==> src/rtl/row_buffer_writer_pkg.sv <==
// Shared constants, FSM state encoding and small helpers for the row buffer writer.
// Also provides the default widths used by the top and its address generator.
package row_buffer_writer_pkg;

  localparam int WIDTH_DATA         = 8;
  localparam int PICTURE_NUM        = 1;
  localparam int CHANNEL_IN_NUM     = 16;
  localparam int WIDTH_RAM_SIZE     = 12;
  localparam int WIDTH_FEATURE_SIZE = 12;
  localparam int WIDTH_CHANNEL_NUM  = 10;

  typedef enum logic [4:0] {
    IDLE   = 5'b00001,
    FILL   = 5'b00010,
    WAIT   = 5'b00100,
    REFILL = 5'b01000,
    FINISH = 5'b10000
  } state_t;

  function automatic logic [2:0] bank_onehot(input logic [1:0] bank);
    return 3'b001 << bank;
  endfunction

  function automatic logic [1:0] bank_next(input logic [1:0] bank);
    return (bank == 2'd2) ? 2'd0 : bank + 2'd1;
  endfunction

endpackage

==> src/rtl/row_wr_addr_gen.sv <==
// Channel-group / column / linear address counters for one row of writes.
// o_row_last flags the final word of the row so the caller can close it on that handshake.
module row_wr_addr_gen #(
  parameter int WIDTH_RAM_SIZE     = 12,
  parameter int WIDTH_FEATURE_SIZE = 12,
  parameter int WIDTH_CHANNEL_NUM  = 10
) (
  input  logic                          clk,
  input  logic                          rst,
  input  logic                          i_clr,
  input  logic                          i_adv,
  input  logic [WIDTH_CHANNEL_NUM-1:0]  i_cg_num,
  input  logic [WIDTH_FEATURE_SIZE-1:0] i_row_num,
  output logic [WIDTH_RAM_SIZE-1:0]     o_addr,
  output logic                          o_row_last
);

  logic [WIDTH_CHANNEL_NUM-1:0]  r_cg;
  logic [WIDTH_FEATURE_SIZE-1:0] r_col;
  logic [WIDTH_RAM_SIZE-1:0]     r_addr;
  logic                          w_cg_last;
  logic                          w_col_last;

  assign w_cg_last  = (r_cg == i_cg_num - 1'b1);
  assign w_col_last = (r_col == i_row_num - 1'b1);
  assign o_row_last = w_cg_last && w_col_last;
  assign o_addr     = r_addr;

  always_ff @(posedge clk or negedge rst) begin
    if (!rst) begin
      r_cg   <= '0;
      r_col  <= '0;
      r_addr <= '0;
    end else if (i_clr) begin
      r_cg   <= '0;
      r_col  <= '0;
      r_addr <= '0;
    end else if (i_adv) begin
      if (w_cg_last) begin
        r_cg  <= '0;
        r_col <= w_col_last ? '0 : r_col + 1'b1;
      end else begin
        r_cg <= r_cg + 1'b1;
      end
      // Address restarts with every row since each row owns a whole bank.
      r_addr <= o_row_last ? '0 : r_addr + 1'b1;
    end
  end

endmodule

==> src/rtl/row_buffer_writer.sv <==
// Writes a padded feature stream into three rotating row banks for the 3-row consumer,
// refilling the oldest bank each time the consumer finishes an output row.
module row_buffer_writer
  import row_buffer_writer_pkg::*;
#(
  parameter int CHANNEL_IN_NUM     = row_buffer_writer_pkg::CHANNEL_IN_NUM,
  parameter int WIDTH_RAM_SIZE     = row_buffer_writer_pkg::WIDTH_RAM_SIZE,
  parameter int WIDTH_FEATURE_SIZE = row_buffer_writer_pkg::WIDTH_FEATURE_SIZE,
  parameter int WIDTH_CHANNEL_NUM  = row_buffer_writer_pkg::WIDTH_CHANNEL_NUM,
  parameter int W_DATA             = WIDTH_DATA * PICTURE_NUM * CHANNEL_IN_NUM
) (
  input  logic                          clk,
  input  logic                          rst,
  input  logic                          Start,
  input  logic [WIDTH_FEATURE_SIZE-1:0] Row_Num_After_Padding,
  input  logic [WIDTH_CHANNEL_NUM-1:0]  Channel_In_Num_REG,
  input  logic [W_DATA-1:0]             S_Data,
  input  logic                          S_Valid,
  output logic                          S_Ready,
  output logic [WIDTH_RAM_SIZE-1:0]     Wr_Addr,
  output logic [W_DATA-1:0]             Wr_Data,
  output logic [2:0]                    Wr_EN,
  output logic [1:0]                    Bank_Base,
  output logic                          Row_Compute_Sign,
  input  logic                          Row_Done,
  output logic                          Frame_Done,
  output logic                          Err
);

  localparam int CG_SHIFT = $clog2(CHANNEL_IN_NUM);

  state_t                        r_state, w_state_next;
  logic [WIDTH_FEATURE_SIZE-1:0] r_row_num;
  logic [WIDTH_CHANNEL_NUM-1:0]  r_cg_num;
  logic [1:0]                    r_bank_base, w_bank_base_next;
  logic [1:0]                    r_wr_bank, w_wr_bank_next;
  logic [WIDTH_FEATURE_SIZE-1:0] r_rows_wr, w_rows_wr_next;
  logic [WIDTH_FEATURE_SIZE-1:0] r_cnt_out, w_cnt_out_next;
  logic                          r_sign, w_sign_next;
  logic                          r_frame_done, w_frame_done_next;
  logic                          r_err, w_err_next;
  logic [2:0]                    r_wr_en;
  logic [WIDTH_RAM_SIZE-1:0]     r_wr_addr;
  logic [W_DATA-1:0]             r_wr_data;

  logic                          w_hs;
  logic                          w_start_ok;
  logic                          w_addr_clr;
  logic                          w_row_last;
  logic [WIDTH_RAM_SIZE-1:0]     w_addr;
  logic [WIDTH_CHANNEL_NUM-1:0]  w_cg_raw;
  logic [WIDTH_CHANNEL_NUM-1:0]  w_cg_cfg;
  logic [WIDTH_FEATURE_SIZE-1:0] w_cnt_inc;
  logic [WIDTH_FEATURE_SIZE-1:0] w_out_rows;

  assign S_Ready          = (r_state == FILL) || (r_state == REFILL);
  assign w_hs             = S_Valid && S_Ready;
  assign w_cg_raw         = Channel_In_Num_REG >> CG_SHIFT;
  assign w_cg_cfg         = (w_cg_raw == '0) ? {{(WIDTH_CHANNEL_NUM-1){1'b0}}, 1'b1} : w_cg_raw;
  assign w_cnt_inc        = r_cnt_out + 1'b1;
  assign w_out_rows       = r_row_num - 2'd2;

  assign Wr_EN            = r_wr_en;
  assign Wr_Addr          = r_wr_addr;
  assign Wr_Data          = r_wr_data;
  assign Bank_Base        = r_bank_base;
  assign Row_Compute_Sign = r_sign;
  assign Frame_Done       = r_frame_done;
  assign Err              = r_err;

  row_wr_addr_gen #(
    .WIDTH_RAM_SIZE     (WIDTH_RAM_SIZE),
    .WIDTH_FEATURE_SIZE (WIDTH_FEATURE_SIZE),
    .WIDTH_CHANNEL_NUM  (WIDTH_CHANNEL_NUM)
  ) u_addr_gen (
    .clk        (clk),
    .rst        (rst),
    .i_clr      (w_addr_clr),
    .i_adv      (w_hs),
    .i_cg_num   (r_cg_num),
    .i_row_num  (r_row_num),
    .o_addr     (w_addr),
    .o_row_last (w_row_last)
  );

  always_ff @(posedge clk or negedge rst) begin
    if (!rst) r_state <= IDLE;
    else      r_state <= w_state_next;
  end

  always_comb begin
    w_state_next      = r_state;
    w_bank_base_next  = r_bank_base;
    w_wr_bank_next    = r_wr_bank;
    w_rows_wr_next    = r_rows_wr;
    w_cnt_out_next    = r_cnt_out;
    w_sign_next       = r_sign;
    w_frame_done_next = 1'b0;
    w_err_next        = r_err;
    w_start_ok        = 1'b0;
    w_addr_clr        = 1'b0;

    if (Row_Done && (r_state != WAIT)) w_err_next = 1'b1;

    case (r_state)
      IDLE: begin
        if (Start) begin
          if (Row_Num_After_Padding < 3) begin
            w_err_next = 1'b1;
          end else begin
            w_start_ok       = 1'b1;
            w_addr_clr       = 1'b1;
            w_bank_base_next = 2'd0;
            w_wr_bank_next   = 2'd0;
            w_rows_wr_next   = '0;
            w_cnt_out_next   = '0;
            w_state_next     = FILL;
          end
        end
      end
      FILL: begin
        if (w_hs && w_row_last) begin
          w_rows_wr_next = r_rows_wr + 1'b1;
          if (r_wr_bank == 2'd2) w_state_next = WAIT;
          else                   w_wr_bank_next = bank_next(r_wr_bank);
        end
      end
      WAIT: begin
        // Sign is set from inside WAIT so it trails the final write enable by one cycle.
        w_sign_next = 1'b1;
        if (Row_Done) begin
          w_cnt_out_next = w_cnt_inc;
          if (w_cnt_inc == w_out_rows) begin
            w_sign_next       = 1'b0;
            w_frame_done_next = 1'b1;
            w_state_next      = FINISH;
          end else if (r_rows_wr < r_row_num) begin
            w_sign_next      = 1'b0;
            w_wr_bank_next   = r_bank_base;
            w_bank_base_next = bank_next(r_bank_base);
            w_addr_clr       = 1'b1;
            w_state_next     = REFILL;
          end
        end
      end
      REFILL: begin
        if (w_hs && w_row_last) begin
          w_rows_wr_next = r_rows_wr + 1'b1;
          w_state_next   = WAIT;
        end
      end
      FINISH: begin
        w_sign_next  = 1'b0;
        w_state_next = IDLE;
      end
      default: w_state_next = IDLE;
    endcase
  end

  always_ff @(posedge clk or negedge rst) begin
    if (!rst) begin
      r_row_num    <= '0;
      r_cg_num     <= '0;
      r_bank_base  <= '0;
      r_wr_bank    <= '0;
      r_rows_wr    <= '0;
      r_cnt_out    <= '0;
      r_sign       <= 1'b0;
      r_frame_done <= 1'b0;
      r_err        <= 1'b0;
      r_wr_en      <= '0;
      r_wr_addr    <= '0;
      r_wr_data    <= '0;
    end else begin
      if (w_start_ok) begin
        r_row_num <= Row_Num_After_Padding;
        r_cg_num  <= w_cg_cfg;
      end
      r_bank_base  <= w_bank_base_next;
      r_wr_bank    <= w_wr_bank_next;
      r_rows_wr    <= w_rows_wr_next;
      r_cnt_out    <= w_cnt_out_next;
      r_sign       <= w_sign_next;
      r_frame_done <= w_frame_done_next;
      r_err        <= w_err_next;
      r_wr_en      <= w_hs ? bank_onehot(r_wr_bank) : 3'b000;
      if (w_hs) begin
        r_wr_addr <= w_addr;
        r_wr_data <= S_Data;
      end
    end
  end

endmodule

==> config.mk <==
export PLATFORM = sky130hd
export DESIGN_NAME = row_buffer_writer
export DESIGN_NICKNAME = d
export VERILOG_FILES = /design/src/rtl/row_buffer_writer_pkg.sv /design/src/rtl/row_wr_addr_gen.sv /design/src/rtl/row_buffer_writer.sv
export SDC_FILE = /design/constraint.sdc
export NUM_CORES = 1
export LEC_CHECK = 0
export BUFFER_PORTS_ARGS = -buffer_cell sky130_fd_sc_hd__buf_4
export CORE_ASPECT_RATIO = 0.8
export CORE_MARGIN = 2
export CORE_UTILIZATION = 30
export DETAILED_ROUTE_END_ITERATION = 10
export SKIP_LAST_GASP = 1
export SYNTH_ARGS = -nofsm -noshare
export SYNTH_HDL_FRONTEND = slang
export SYNTH_SLANG_ARGS = --single-unit
export TNS_END_PERCENT = 20
==> constraint.sdc <==
create_clock -name clk -period 9.9 [get_ports clk]
set_clock_uncertainty 0.2 [all_clocks]
set_input_delay 2.475 -clock clk [delete_from_list [all_inputs] [get_ports clk]]
set_output_delay 2.475 -clock clk [all_outputs]
set_load 0.01 [all_outputs]
==> Word-level counts from Yosys, hierarchy flattened <==
Index checks and enable logic that the tools add are counted.
{ "totals": {"register_bits": 235, "out_inout_bits": 149} }
{ "classes": {"n_addsub": 10, "order_cmp": 2, "n_eq_ne": 22, "shifts": 1, "n_mux": 58, "reduce_logical": 19} }
{ "ops": {"columns": ["op", "n"], "rows": [
  ["12-bit two-way mux", 11],
  ["12-bit by 1-bit adder with 12-bit output (second input constant)", 4],
  ["12-bit case mux with 2 select lines", 2],
  ["5-bit two-way mux", 8],
  ["10-bit two-way mux", 3],
  ["12-bit equality test", 2],
  ["2-bit two-way mux", 11],
  ["5-bit case mux with 4 select lines", 1],
  ["1-bit two-way mux", 16],
  ["12-bit < comparator", 1],
  ["12-bit by 2-bit < comparator with 1-bit output (second input constant)", 1],
  ["2-bit inequality test (second input constant)", 6],
  ["12-bit by 1-bit subtractor with 12-bit output (second input constant)", 1],
  ["12-bit by 2-bit subtractor with 12-bit output (second input constant)", 1],
  ["10-bit by 1-bit adder with 10-bit output (second input constant)", 1],
  ["10-bit equality test", 1],
  ["10-bit logical NOT", 1],
  ["2-bit nonzero test", 5],
  ["10-bit by 1-bit subtractor with 10-bit output (second input constant)", 1],
  ["2-bit by 1-bit inequality test with 1-bit output (second input constant)", 4],
  ["4-bit AND reduction", 2],
  ["8-bit AND reduction", 1],
  ["7-bit AND reduction", 1],
  ["6-bit two-way mux", 1],
  ["other kinds (20)", 26]
]} }

==> Logic depth before layout (Yosys ltp) <==
Gate-level depths: netlist of run 1.
{ "depth": {"word_depth": 7, "mapped_depth": 12} }

==> By module <==
Synthesis of run 1 repeated with hierarchy kept, for this count alone.
{ "hier_totals": {"cells_unflattened": 959, "hier_area_um2": 11078.1} }
{ "by_module_without_submodules": {"columns": ["module", "n_inst", "cells_per_inst", "area_each_um2", "seq_area_each_um2"], "rows": [
  ["row_buffer_writer", 1, 661, 8541.9, 4931.0],
  ["row_wr_addr_gen", 1, 298, 2536.2, 850.8]
]} }

==> Worst setup path after synthesis of run 1 <==
No wires, ideal clock.
{ "synth_path": {"kind": "input to register", "startpoint": "input Row_Num_After_Padding[7]", "endpoint": "register u_addr_gen.r_addr[10], in the netlist u_addr_gen.o_addr[10]", "t_arrival_ns": 3.922, "setup_slack_ns": 5.692, "cell_stages": 8, "path_cell_list": "nor4_1 -> nand3_1 -> nand2_1 -> nand2_1 -> nand2_1 -> o21ai_1 -> clkbuf_1 -> nor3_1"} }
{ "synth_between": {"elab_chain_cells": 5} }
{ "synth_lines": {"columns": ["item", "line_no", "text"], "rows": [
  ["from (decl)", "row_buffer_writer.sv:15", "input logic [WIDTH_FEATURE_SIZE-1:0] Row_Num_After_Padding,"],
  ["12-bit by 2-bit < comparator with 1-bit output (*)", "row_buffer_writer.sv:108", "if (Row_Num_After_Padding < 3) begin"],
  ["1-bit two-way mux (*)", "row_buffer_writer.sv:108", null],
  ["1-bit two-way mux (*)", "row_buffer_writer.sv:107", "if (Start) begin"],
  ["1-bit case mux with 2 select lines (*)", "row_buffer_writer.sv:105", "case (r_state)"],
  ["12-bit two-way mux / 2-bit nonzero test (equally long branches)", null, null],
  ["to (signal assigned)", "row_wr_addr_gen.sv:46", "r_addr <= o_row_last ? '0 : r_addr + 1'b1;"],
  ["to (decl)", "row_wr_addr_gen.sv:20", "logic [WIDTH_RAM_SIZE-1:0] r_addr;"]
]} }
Every way passes the cells marked *; elsewhere a longest branch is shown, timed or not.
A chain may end at the register's enable or synchronous reset.

==> Worst setup path after layout of run 1 <==
{ "layout_path": {"startpoint": "register r_state[4]", "endpoint": "output S_Ready"} }
{ "layout_between": {"elab_chain_cells": 2} }
{ "layout_lines": {"columns": ["item", "line_no", "text"], "rows": [
  ["from (decl)", "row_buffer_writer.sv:32", "state_t r_state, w_state_next;"],
  ["from (signal assigned)", "row_buffer_writer.sv:88", "else r_state <= w_state_next;"],
  ["5-bit by 2-bit equality test with 1-bit output / 5-bit by 4-bit equality test with 1-bit output (equally long branches)", "row_buffer_writer.sv:56", "assign S_Ready = (r_state == FILL) || (r_state == REFILL);"],
  ["1-bit logical OR (*)", "row_buffer_writer.sv:56", null],
  ["to (decl)", "row_buffer_writer.sv:19", "output logic S_Ready,"]
]} }
Marks and branches as above.

==> reports/qor.yml, run 1 <==
drv_cap: 0
sequentialPowerShare_pct: 37.4
tritoncts: "yes"
yosysWarnings: 0
cts_resized: 0
syn_inst: 1256
vias: 9436
clockBufferDepth: 3
avgSynthCellArea_um2: 8.74
r2r_cells: 11
maxClockFrequency_ghz: 0.213
slowest_stage: "nor3_1"
postCtsSetupBuffers: 0
nNetsFinal: 1710
grt-ovfl-total: 0
wire_per_inst_um: 15.1
min_path_cells: 2
fp.dieW_um: 218
netlist-cell-type-count: 66
crit_type: "reg2out"
antenna_left: 0
hold_buffers: 0
ir_drop_uv: 146
grt_pass1_wl_um: 50000
async_reset_ff_share_pct: 100
initial_utilization_pct: 30.5
yosys-top-cells-area: "dfrtp_1 (52%), nand2_1 (17%), xnor2_1 (3.3%)"
drive_above_1_share_pct: 23.4
place_hpwl_um: 21400
dp_cells: 1985
numCtsBuffers: 26
swShare_pct: 36.5
diodes: 0
rsz0062_at_grt: "false"
clock_sinks: 231
grt_max_degree: 131
root_buffer: "clkbuf_16"
seq_area_frac_synth_pct: 52.7
drt_iter0_drc: 714
slew_viol_final: 0
yosys.area.top_type: "dfrtp_1"
worstSkewPairLatency_ps: 530
drc: 0
gp_congestion: 0.824
timing.hold.ws_ps: 273
drt_pass1_iterations: 5
status: "complete, no violations"
crit_fanout: 5
crit_required_ps: 7230
core_um2: 36000
hold_violations: 0
setup_ws_ps: 5200
die_h_um: 175
synth_top_cell_area_share_pct: 52.4
areaGrowthSynthToFinish_pct: 32.3
cts_htree_levels: 1
place_ws_ps: 4760
hold_class: "reg2reg"
fin_crit_ps: 4700
crit_arrival_ps: 2030
cp-start-kind: "flip-flop"
portBuffers: 299
syn-num-nets: 1433
cpPeakStageDelay_ps: 530
via_per_inst: 4.65
grt_usage_pct: 16.0
clkPwrFrac_pct: 25.0
pwr-share-comb_pct: 37.6
grt_pass1_vias: 9466
setup_tns_ps: 0
antenna_found_initial: 0
slew_headroom_pct: 32.2
synth_edf_count: 0
power_switching_mw: 1.42
fill_cells: 3589
worst_pin_slew_ps: 1020
cts.reportedPaths.clkPinSlew_ps: 60
synth-seq-cells: 231
p_int_mw: 2.47
power_density_nw_per_um2: 268
fin_cells: 2031
total_power_mw: 3.89
finalCritPeriodShare_pct: 47.5
die-area_um2: 38100
crit_chain: "nor3_1 > nand2_1 > inv_1 > buf_4"
synthFlopType: "dfrtp_1"
endpoint_kind: "output pin"
leakage_nw: 7.32
wl_um: 30700
pin_count: 304
rows: 62
synth_area_um2: 11000
setup_violations: 0
## cell families after synthesis
family	Yosys count	synth area share, %
compound gates	148	8.46
xor+xnor	66	5.39
fa+ha+maj	22	2.51
buf+inv	84	3.02
flops	231	52.7
mux	6	0.593
simple gates	699	27.4
## synth_stat cells (8+ instances only)
cell type / instances
a21oi_1: 28
and2_1: 9
and3_1: 21
clkbuf_1: 50
dfrtp_1: 230
ha_1: 22
inv_1: 26
nand2_1: 502
nand3_1: 29
nand3b_1: 8
nand4_1: 9
nor2_1: 41
nor3_1: 30
nor4_1: 8
o211ai_1: 8
o21ai_0: 59
or3_1: 9
or4_1: 9
xnor2_1: 41
xor2_1: 24
## through the flow
| stage | utilization (%) | instance area (um^2) |
|---|---|---|
| 2_1_floorplan | - | 11000 |
| 5_1_grt | 40.4 | 14500 |
| 4_1_cts | 40.4 | 14500 |
| 3_3_place_gp | 38.0 | 13700 |
| 3_5_place_dp | 38.0 | 13700 |
| 6_report | 40.4 | 14500 |
## power groups by stage
stage	Sequential [mW]	Combinational [mW]	Clock [mW]
detailed placement	1.46	1.48	0
global route	1.50	1.63	1.04
floorplan	1.52	0.738	0
CTS	1.46	1.48	1.01
global placement	1.46	1.46	0
finish	1.45	1.46	0.971
## metal layers
layer / vias up / wire (um) / GRT usage, % / part of all wire (%)
li1: 4692 / - / - / -
met1: 4498 / 14200 / 22.2 / 46
met2: 212 / 14100 / 25.4 / 46
met3: 34 / 1830 / 3.78 / 6.0
met4: 0 / 563 / 3.37 / 1.8
met5: - / 0 / 0 / 0
## layout by cell type (no fill, tap or decap), types with 3 or more instances in the layout
cell       count
or3_1          9
xor2_1        24
nor3b_1        4
o21ai_0       59
and3_1        20
and2_1         9
buf_4        306
o31ai_1        6
dfrtp_1      230
nor4_1         8
mux2_2         4
nor2_1        40
a21oi_1       28
nand4_1        9
nand2b_1       5
and4_1         3
a21boi_0       3
o2111ai_1      3
clkinv_2       4
o211ai_1       8
clkbuf_16     27
ha_1          22
nand3_1       29
or4_1          9
clkbuf_8       4
xnor2_1       41
o22ai_1        3
nor3_1        30
nand3b_1       8
nand2_1      501
o21a_1         6
clkbuf_1       7
a211oi_1       4
inv_1         26
nor2b_1        5
## final cells by class
type	count	area (um^2)	area share (%)
clock buffers	38	757	5.21
clock inverters	8	96.3	0.663
inverters	26	97.6	0.672
multi-input cells	941	4880	33.6
flip-flops and latches	231	5780	39.8
well taps	480	601	4.13
repair buffers	307	2310	15.9
## worst max-delay path, delay by kind of cell, from the launching register on
family	cells	cell delay, ps
buf+inv	2	400
flops	1	420
simple gates	2	680
## path summary, 6_finish.rpt
check / slack (ps) / to / startpoint
min in group asynchronous: 1870 / Wr_Data[12] / rst
max reg2reg: 5760 / r_rows_wr[11] / r_row_num[1]
min reg2reg: 270 / Wr_Data[51] / Wr_Data[51]
min: 270 / Wr_Data[51] / Wr_Data[51]
max in group asynchronous: 6280 / Wr_Data[83] / rst
max: 5200 / S_Ready / r_state[4]
## flip-flops by register name (all words and copies together) (netlist names)
| signal | count |
|---|---|
| Wr_Data | 128 |
| r_cnt_out | 12 |
| Frame_Done | 1 |
| u_addr_gen.o_addr | 12 |
| Wr_Addr | 12 |
| r_wr_bank | 2 |
| r_cg_num | 6 |
| Err | 1 |
| r_state | 5 |
| r_row_num | 12 |
| u_addr_gen.r_cg | 10 |
| Row_Compute_Sign | 1 |
| r_rows_wr | 12 |
| Bank_Base | 2 |
| u_addr_gen.r_col | 12 |
| Wr_EN | 3 |
Power figures use the tool's default switching activity.
==> run 2: changes to the inputs <==
clock period = 4.9 ns   (was 9.9 ns; I/O delays follow)
==> reports/qor.yml, run 2 (same netlist as run 1, synthesis figures left out) <==
core_um2: 36000  # unchanged
status: "complete, no violations"
setup_ws_ps: 917  # -4280 ps
tritoncts: "yes"
pin_count: 304  # unchanged
numCtsBuffers: 27  # +3.8%
hold_buffers: 0  # unchanged
place_ws_ps: 947  # -3820 ps
drt_iter0_drc: 702  # -1.7%
antenna_found_initial: 0  # unchanged
root_buffer: "clkbuf_16"
cts_htree_levels: 1  # unchanged
postCtsSetupBuffers: 0  # unchanged
leakage_nw: 7.40  # +0.99%
fp.dieW_um: 218  # unchanged
final_common_cell: "nand2_1"
diodes: 0  # unchanged
wire_per_inst_um: 15.2  # +0.47%
vias: 9635  # +2.1%
fin_crit_ps: 3980
clockBufferDepth: 3  # unchanged
drv_cap: 0  # unchanged
drc: 0  # unchanged
setup_violations: 0  # unchanged
nNetsFinal: 1715  # +0.29%
crit_fanout: 8  # +3
endpoint_kind: "flip-flop"
initial_utilization_pct: 30.5  # unchanged
cts.reportedPaths.clkPinSlew_ps: 60  # about the same
fill_cells: 3605  # +0.45%
antenna_left: 0  # unchanged
setup_tns_ps: 0  # unchanged
largest_register_ffs: 128  # unchanged
final_cell_mix: "nand2_1 (501), buf_4 (309), dfrtp_1 (230), o21ai_0 (59), xnor2_1 (41)"
portBuffers: 299  # unchanged
cts_resized: 0  # unchanged
grt_usage_pct: 16.0  # +0.041 points
rsz0062_at_grt: "false"
die-area_um2: 38100  # unchanged
rows: 62  # unchanged
crit_required_ps: 5160  # -2070 ps
fin_cells: 2039  # +0.39%
hold_class: "reg2reg"
grt_pass1_vias: 9642  # +1.9%
worst_pin_slew_ps: 1000  # -17.0 ps
drt_pass1_iterations: 5  # unchanged
grt_max_degree: 105  # -20%
crit_arrival_ps: 4250  # +2220 ps
postPlaceCellArea_um2: 13700  # +0.31%
areaGrowthSynthToFinish_pct: 33.7
drive_above_1_share_pct: 24.0  # +0.59 points
gp_congestion: 0.817  # -0.89%
via_per_inst: 4.73  # +1.7%
slew_viol_final: 0  # unchanged
worstSkewPairLatency_ps: 550  # +20 ps
cp-start-kind: "flip-flop"
finalInstanceArea_um2: 14700  # +1.0%
wl_um: 31000  # +0.86%
clock_sinks: 231  # unchanged
maxClockFrequency_ghz: 0.251
grt_pass1_wl_um: 50100  # +0.23%
place_hpwl_um: 22000  # +2.8%
die_h_um: 175  # unchanged
hold_violations: 0  # unchanged
total_power_mw: 8.05  # +110%
finalCritPeriodShare_pct: 81.3
grt-ovfl-total: 0  # unchanged
ir_drop_uv: 295  # +100%
power_density_nw_per_um2: 549  # +110%
dp_cells: 1989  # +0.20%
slew_headroom_pct: 33.3  # +1.1 points
crit_type: "reg2reg"
==> run 2: changes by cell type in the layout (fill, tap and decap cells not counted), sizes merged <==
cell	delta
buf	+4
bufinv	+2
clkbuf	-2
clkinv	+2
clkinvlp	+1
inv	+1
==> run 2: worst max-delay path, cell delays in order (launching register included) <==
cell and delay (ps):
dfrtp_1 450, inv_1 130, ha_1 270, nor4b_1 590
a31oi_1 170, a32oi_1 220, a2bb2oi_1 490, nor2_1 260
nor3_1 750, nand3b_1 150, a21oi_1 210
==> run 2: final timing paths <==
| kind | from | to | slack [ps] | depth (start not counted) |
|---|---|---|---|---|
| setup reg to reg | r_row_num[2] | u_addr_gen.r_col[5] | 920 | 10 |
| max in group asynchronous | rst | r_cnt_out[0] | 2950 | 2 |
| hold reg to reg | Wr_Data[108] | Wr_Data[108] | 270 | 2 |
| min in group asynchronous | rst | Wr_Data[7] | 520 | 1 |
| hold / removal | Wr_Data[108] | Wr_Data[108] | 270 | 2 |
| setup / recovery | r_row_num[2] | u_addr_gen.r_col[5] | 920 | 10 |
==> run 2: per-layer routing <==
layer	global-route usage [%]	vias to the layer above	part of all wire (%)
met4	4.05	0	2.6
met3	4.13	60	7.1
met1	21.5	4568	44
li1	-	4715	-
met2	25.7	292	46
met5	0	-	0
==> run 2: area by class of cell <==
cell class	count	area, um^2	share of cell area, %
sequential	231	5780	39.4
multi-input combinational	941	4880	33.3
tap	480	601	4.09
clock buffer	36	759	5.18
timing repair buffer	311	2350	16.0
clock inverter	14	198	1.35
inverter	26	97.6	0.665
==> run 2: metrics by stage <==
stage	util, %	hold slack, ps
after floorplan	-	270
after global placement	38.1	260
after detailed placement	38.1	263
after CTS	40.8	279
after global routing	40.8	298
final	40.8	272
==> run 2: where the power goes <==
part | internal (mW) | switching [mW] | leakage [nW]
sequential | 2.50 | 0.445 | 3.00
clock | 1.31 | 0.835 | 0.468
combinational | 1.32 | 1.65 | 3.92
total | 5.13 | 2.92 | 7.40
==> run 3: changes to the inputs <==
ABC_AREA = 1   (was default)
clock period = 3.9 ns   (was 4.9 ns; I/O delays follow)
==> reports/qor.yml, run 3 <==
status: "complete, no violations"
rows: 65  # +4.8%
maxClockFrequency_ghz: 0.307  # +22%
avgSynthCellArea_um2: 7.51  # -14%
worst_pin_slew_ps: 778  # -222 ps
fp.dieW_um: 227  # +4.4%
hold_violations: 0  # unchanged
cts.reportedPaths.clkPinSlew_ps: 60  # about the same
setup_tns_ps: 0  # unchanged
grt_usage_pct: 16.3  # +0.33 points
synth_top_cells_by_count: "nand2_1 (746), dfrtp_1 (230), inv_1 (121)"
die-area_um2: 41600  # +9.0%
die_h_um: 183  # +4.4%
cts_htree_levels: 1  # unchanged
gp_congestion: 0.859  # +5.2%
wire_per_inst_um: 14.2  # -6.6%
portBuffers: 299  # unchanged
path_buf_inv: 3  # +2
finalCritPeriodShare_pct: 83.6  # +2.3 points
slew_headroom_pct: 47.9  # +15 points
crit_type: "reg2reg"
postCtsSetupBuffers: 0  # unchanged
fin_crit_ps: 3260  # -721 ps
crit_arrival_ps: 3540  # -710 ps
numCtsBuffers: 27  # unchanged
leakage_nw: 8.34  # +13%
final_cell_mix: "nand2_1 (745), buf_4 (308), dfrtp_1 (230), inv_1 (120), nand3_1 (93)"
largest_register_ffs: 128  # unchanged
regToRegSetupSlack_ps: 640  # -280 ps
yosys.area.top_type: "dfrtp_1"
core_um2: 39400  # +9.6%
yosys-top-cells-area: "dfrtp_1 (48%), nand2_1 (23%), nand3_1 (3.9%)"
cpPeakStageDelay_ps: 450  # -300 ps
via_per_inst: 4.57  # -3.3%
crit_required_ps: 4170  # -990 ps
cp-start-kind: "flip-flop"
rsz0062_at_grt: "false"
synth_edf_count: 0  # unchanged
grt-ovfl-total: 0  # unchanged
slew_viol_final: 0  # unchanged
grt_pass1_vias: 10700  # +11%
endpoint_kind: "flip-flop"
setup_violations: 0  # unchanged
hold_buffers: 0  # unchanged
root_buffer: "clkbuf_16"
fill_cells: 4025  # +12%
final_common_cell: "nand2_1"
syn-num-nets: 1772  # +24%
nNetsFinal: 2056  # +20%
wl_um: 34500  # +12%
cpMostUsedCell: "nand2_1"
power_density_nw_per_um2: 719  # +31%
drive_above_1_share_pct: 21.0  # -3.0 points
tritoncts: "yes"
r2r_cells: 16  # +6
pin_count: 304  # unchanged
synth_most_common_cell: "nand2_1"
async_reset_ff_share_pct: 100  # unchanged
diodes: 0  # unchanged
ir_drop_uv: 345  # +17%
synthFlopType: "dfrtp_1"
worstSkewPairLatency_ps: 540  # about the same
crit_fanout: 24  # +16
crit_chain: "inv_1 > ha_1 > xor2_1 > inv_1 > nand3_1 > nand3_1 > nor2_1 > nand2_1 > nor2_4 > nand3b_4 > nand2_4 > nand2_4 > buf_4 > nor2_1 > nand2_1 > nand2_1"
drt_iter0_drc: 781  # +11%
finalInstanceArea_um2: 15800  # +7.5%
crit_family: "simple AND/OR/NAND/NOR gates"
antenna_found_initial: 0  # unchanged
r2r-start: "r_row_num[2]"
place_hpwl_um: 24500  # +11%
netlist-cell-type-count: 43  # -35%
seq_area_frac_synth_pct: 48.2  # -4.4 points
synth_top_cell_area_share_pct: 48.0  # -4.4 points
areaGrowthSynthToFinish_pct: 31.7
drv_cap: 0  # unchanged
clock_sinks: 231  # unchanged
vias: 11100  # +15%
antenna_left: 0  # unchanged
clockBufferDepth: 3  # unchanged
yosysWarnings: 0  # unchanged
synth-seq-cells: 231  # unchanged
grt_pass1_wl_um: 55600  # +11%
grt_max_degree: 168  # +60%
cts_resized: 0  # unchanged
slowest_stage: "ha_1"
postPlaceCellArea_um2: 14800  # +7.9%
hold_class: "in2async"
initial_utilization_pct: 30.4  # -0.11 points
syn_inst: 1595  # +27%
drc: 0  # unchanged
synth_area_um2: 12000  # +9.2%
drt_pass1_iterations: 5  # unchanged
regToRegEndpoint: "u_addr_gen.r_col[3]"
==> run 3: layout make-up <==
cell class / count / area, um^2 / share of cell area, %
well taps: 536 / 671 / 4.25
multi-input cells: 1185 / 5490 / 34.8
clock buffers: 37 / 783 / 4.96
clock inverters: 12 / 191 / 1.21
flip-flops and latches: 231 / 5780 / 36.6
repair buffers: 313 / 2410 / 15.3
inverters: 121 / 457 / 2.89
==> run 3: metal layers <==
layer / vias up / wire length (um) / track usage [%]
met1: 5191 / 16000 / 22.5
met2: 264 / 15900 / 26.5
met3: 49 / 1700 / 2.95
met4: 0 / 889 / 4.24
met5: - / 0 / 0
li1: 5618 / - / -
==> run 3: kinds of logic after synthesis <==
group / after synthesis / synth area share, %
flip-flops: 231 / 48.2
XOR/XNOR: 41 / 3.00
buffers and inverters: 179 / 6.00
AO/OA/AOI/OAI: 105 / 5.13
AND/OR/NAND/NOR: 1017 / 35.3
adder cells (fa/ha/maj): 22 / 2.30
==> run 3: power breakdown <==
group / switching (mW) / internal, mW / total, mW
sequential: 0.627 / 3.21 / 3.84
clock: 1.05 / 1.73 / 2.78
combinational: 2.79 / 1.95 / 4.73
total: 4.46 / 6.89 / 11.4
==> run 3: worst max path at each step <==
| stage | startpoint | end | slack (ps) | cells past startpoint |
|---|---|---|---|---|
| after global routing | r_row_num[2] | r_rows_wr[1] | 300 | 15 |
| after global placement | r_row_num[2] | r_rows_wr[1] | 710 | 15 |
| after detailed placement | r_row_num[2] | u_addr_gen.r_col[11] | 670 | 16 |
| after CTS | r_row_num[2] | u_addr_gen.r_col[3] | 640 | 16 |
| final | r_row_num[2] | u_addr_gen.r_col[3] | 640 | 16 |
| after floorplan | Row_Num_After_Padding[11] | u_addr_gen.r_col[10] | 1180 | 9 |
==> run 3: stage by stage <==
step                hold WS (ps)  instances  power, mW  utilization (%)  setup WS [ps]
floorplan                    264       1595       6.62                -           1180
global placement             264       2386       8.52             37.5            709
detailed placement           266       2386       8.62             37.5            667
CTS                          160       2435       11.5             40.0            638
global route                 180       2435       12.3             40.0            302
finish                       144       2435       11.4             40.0            638
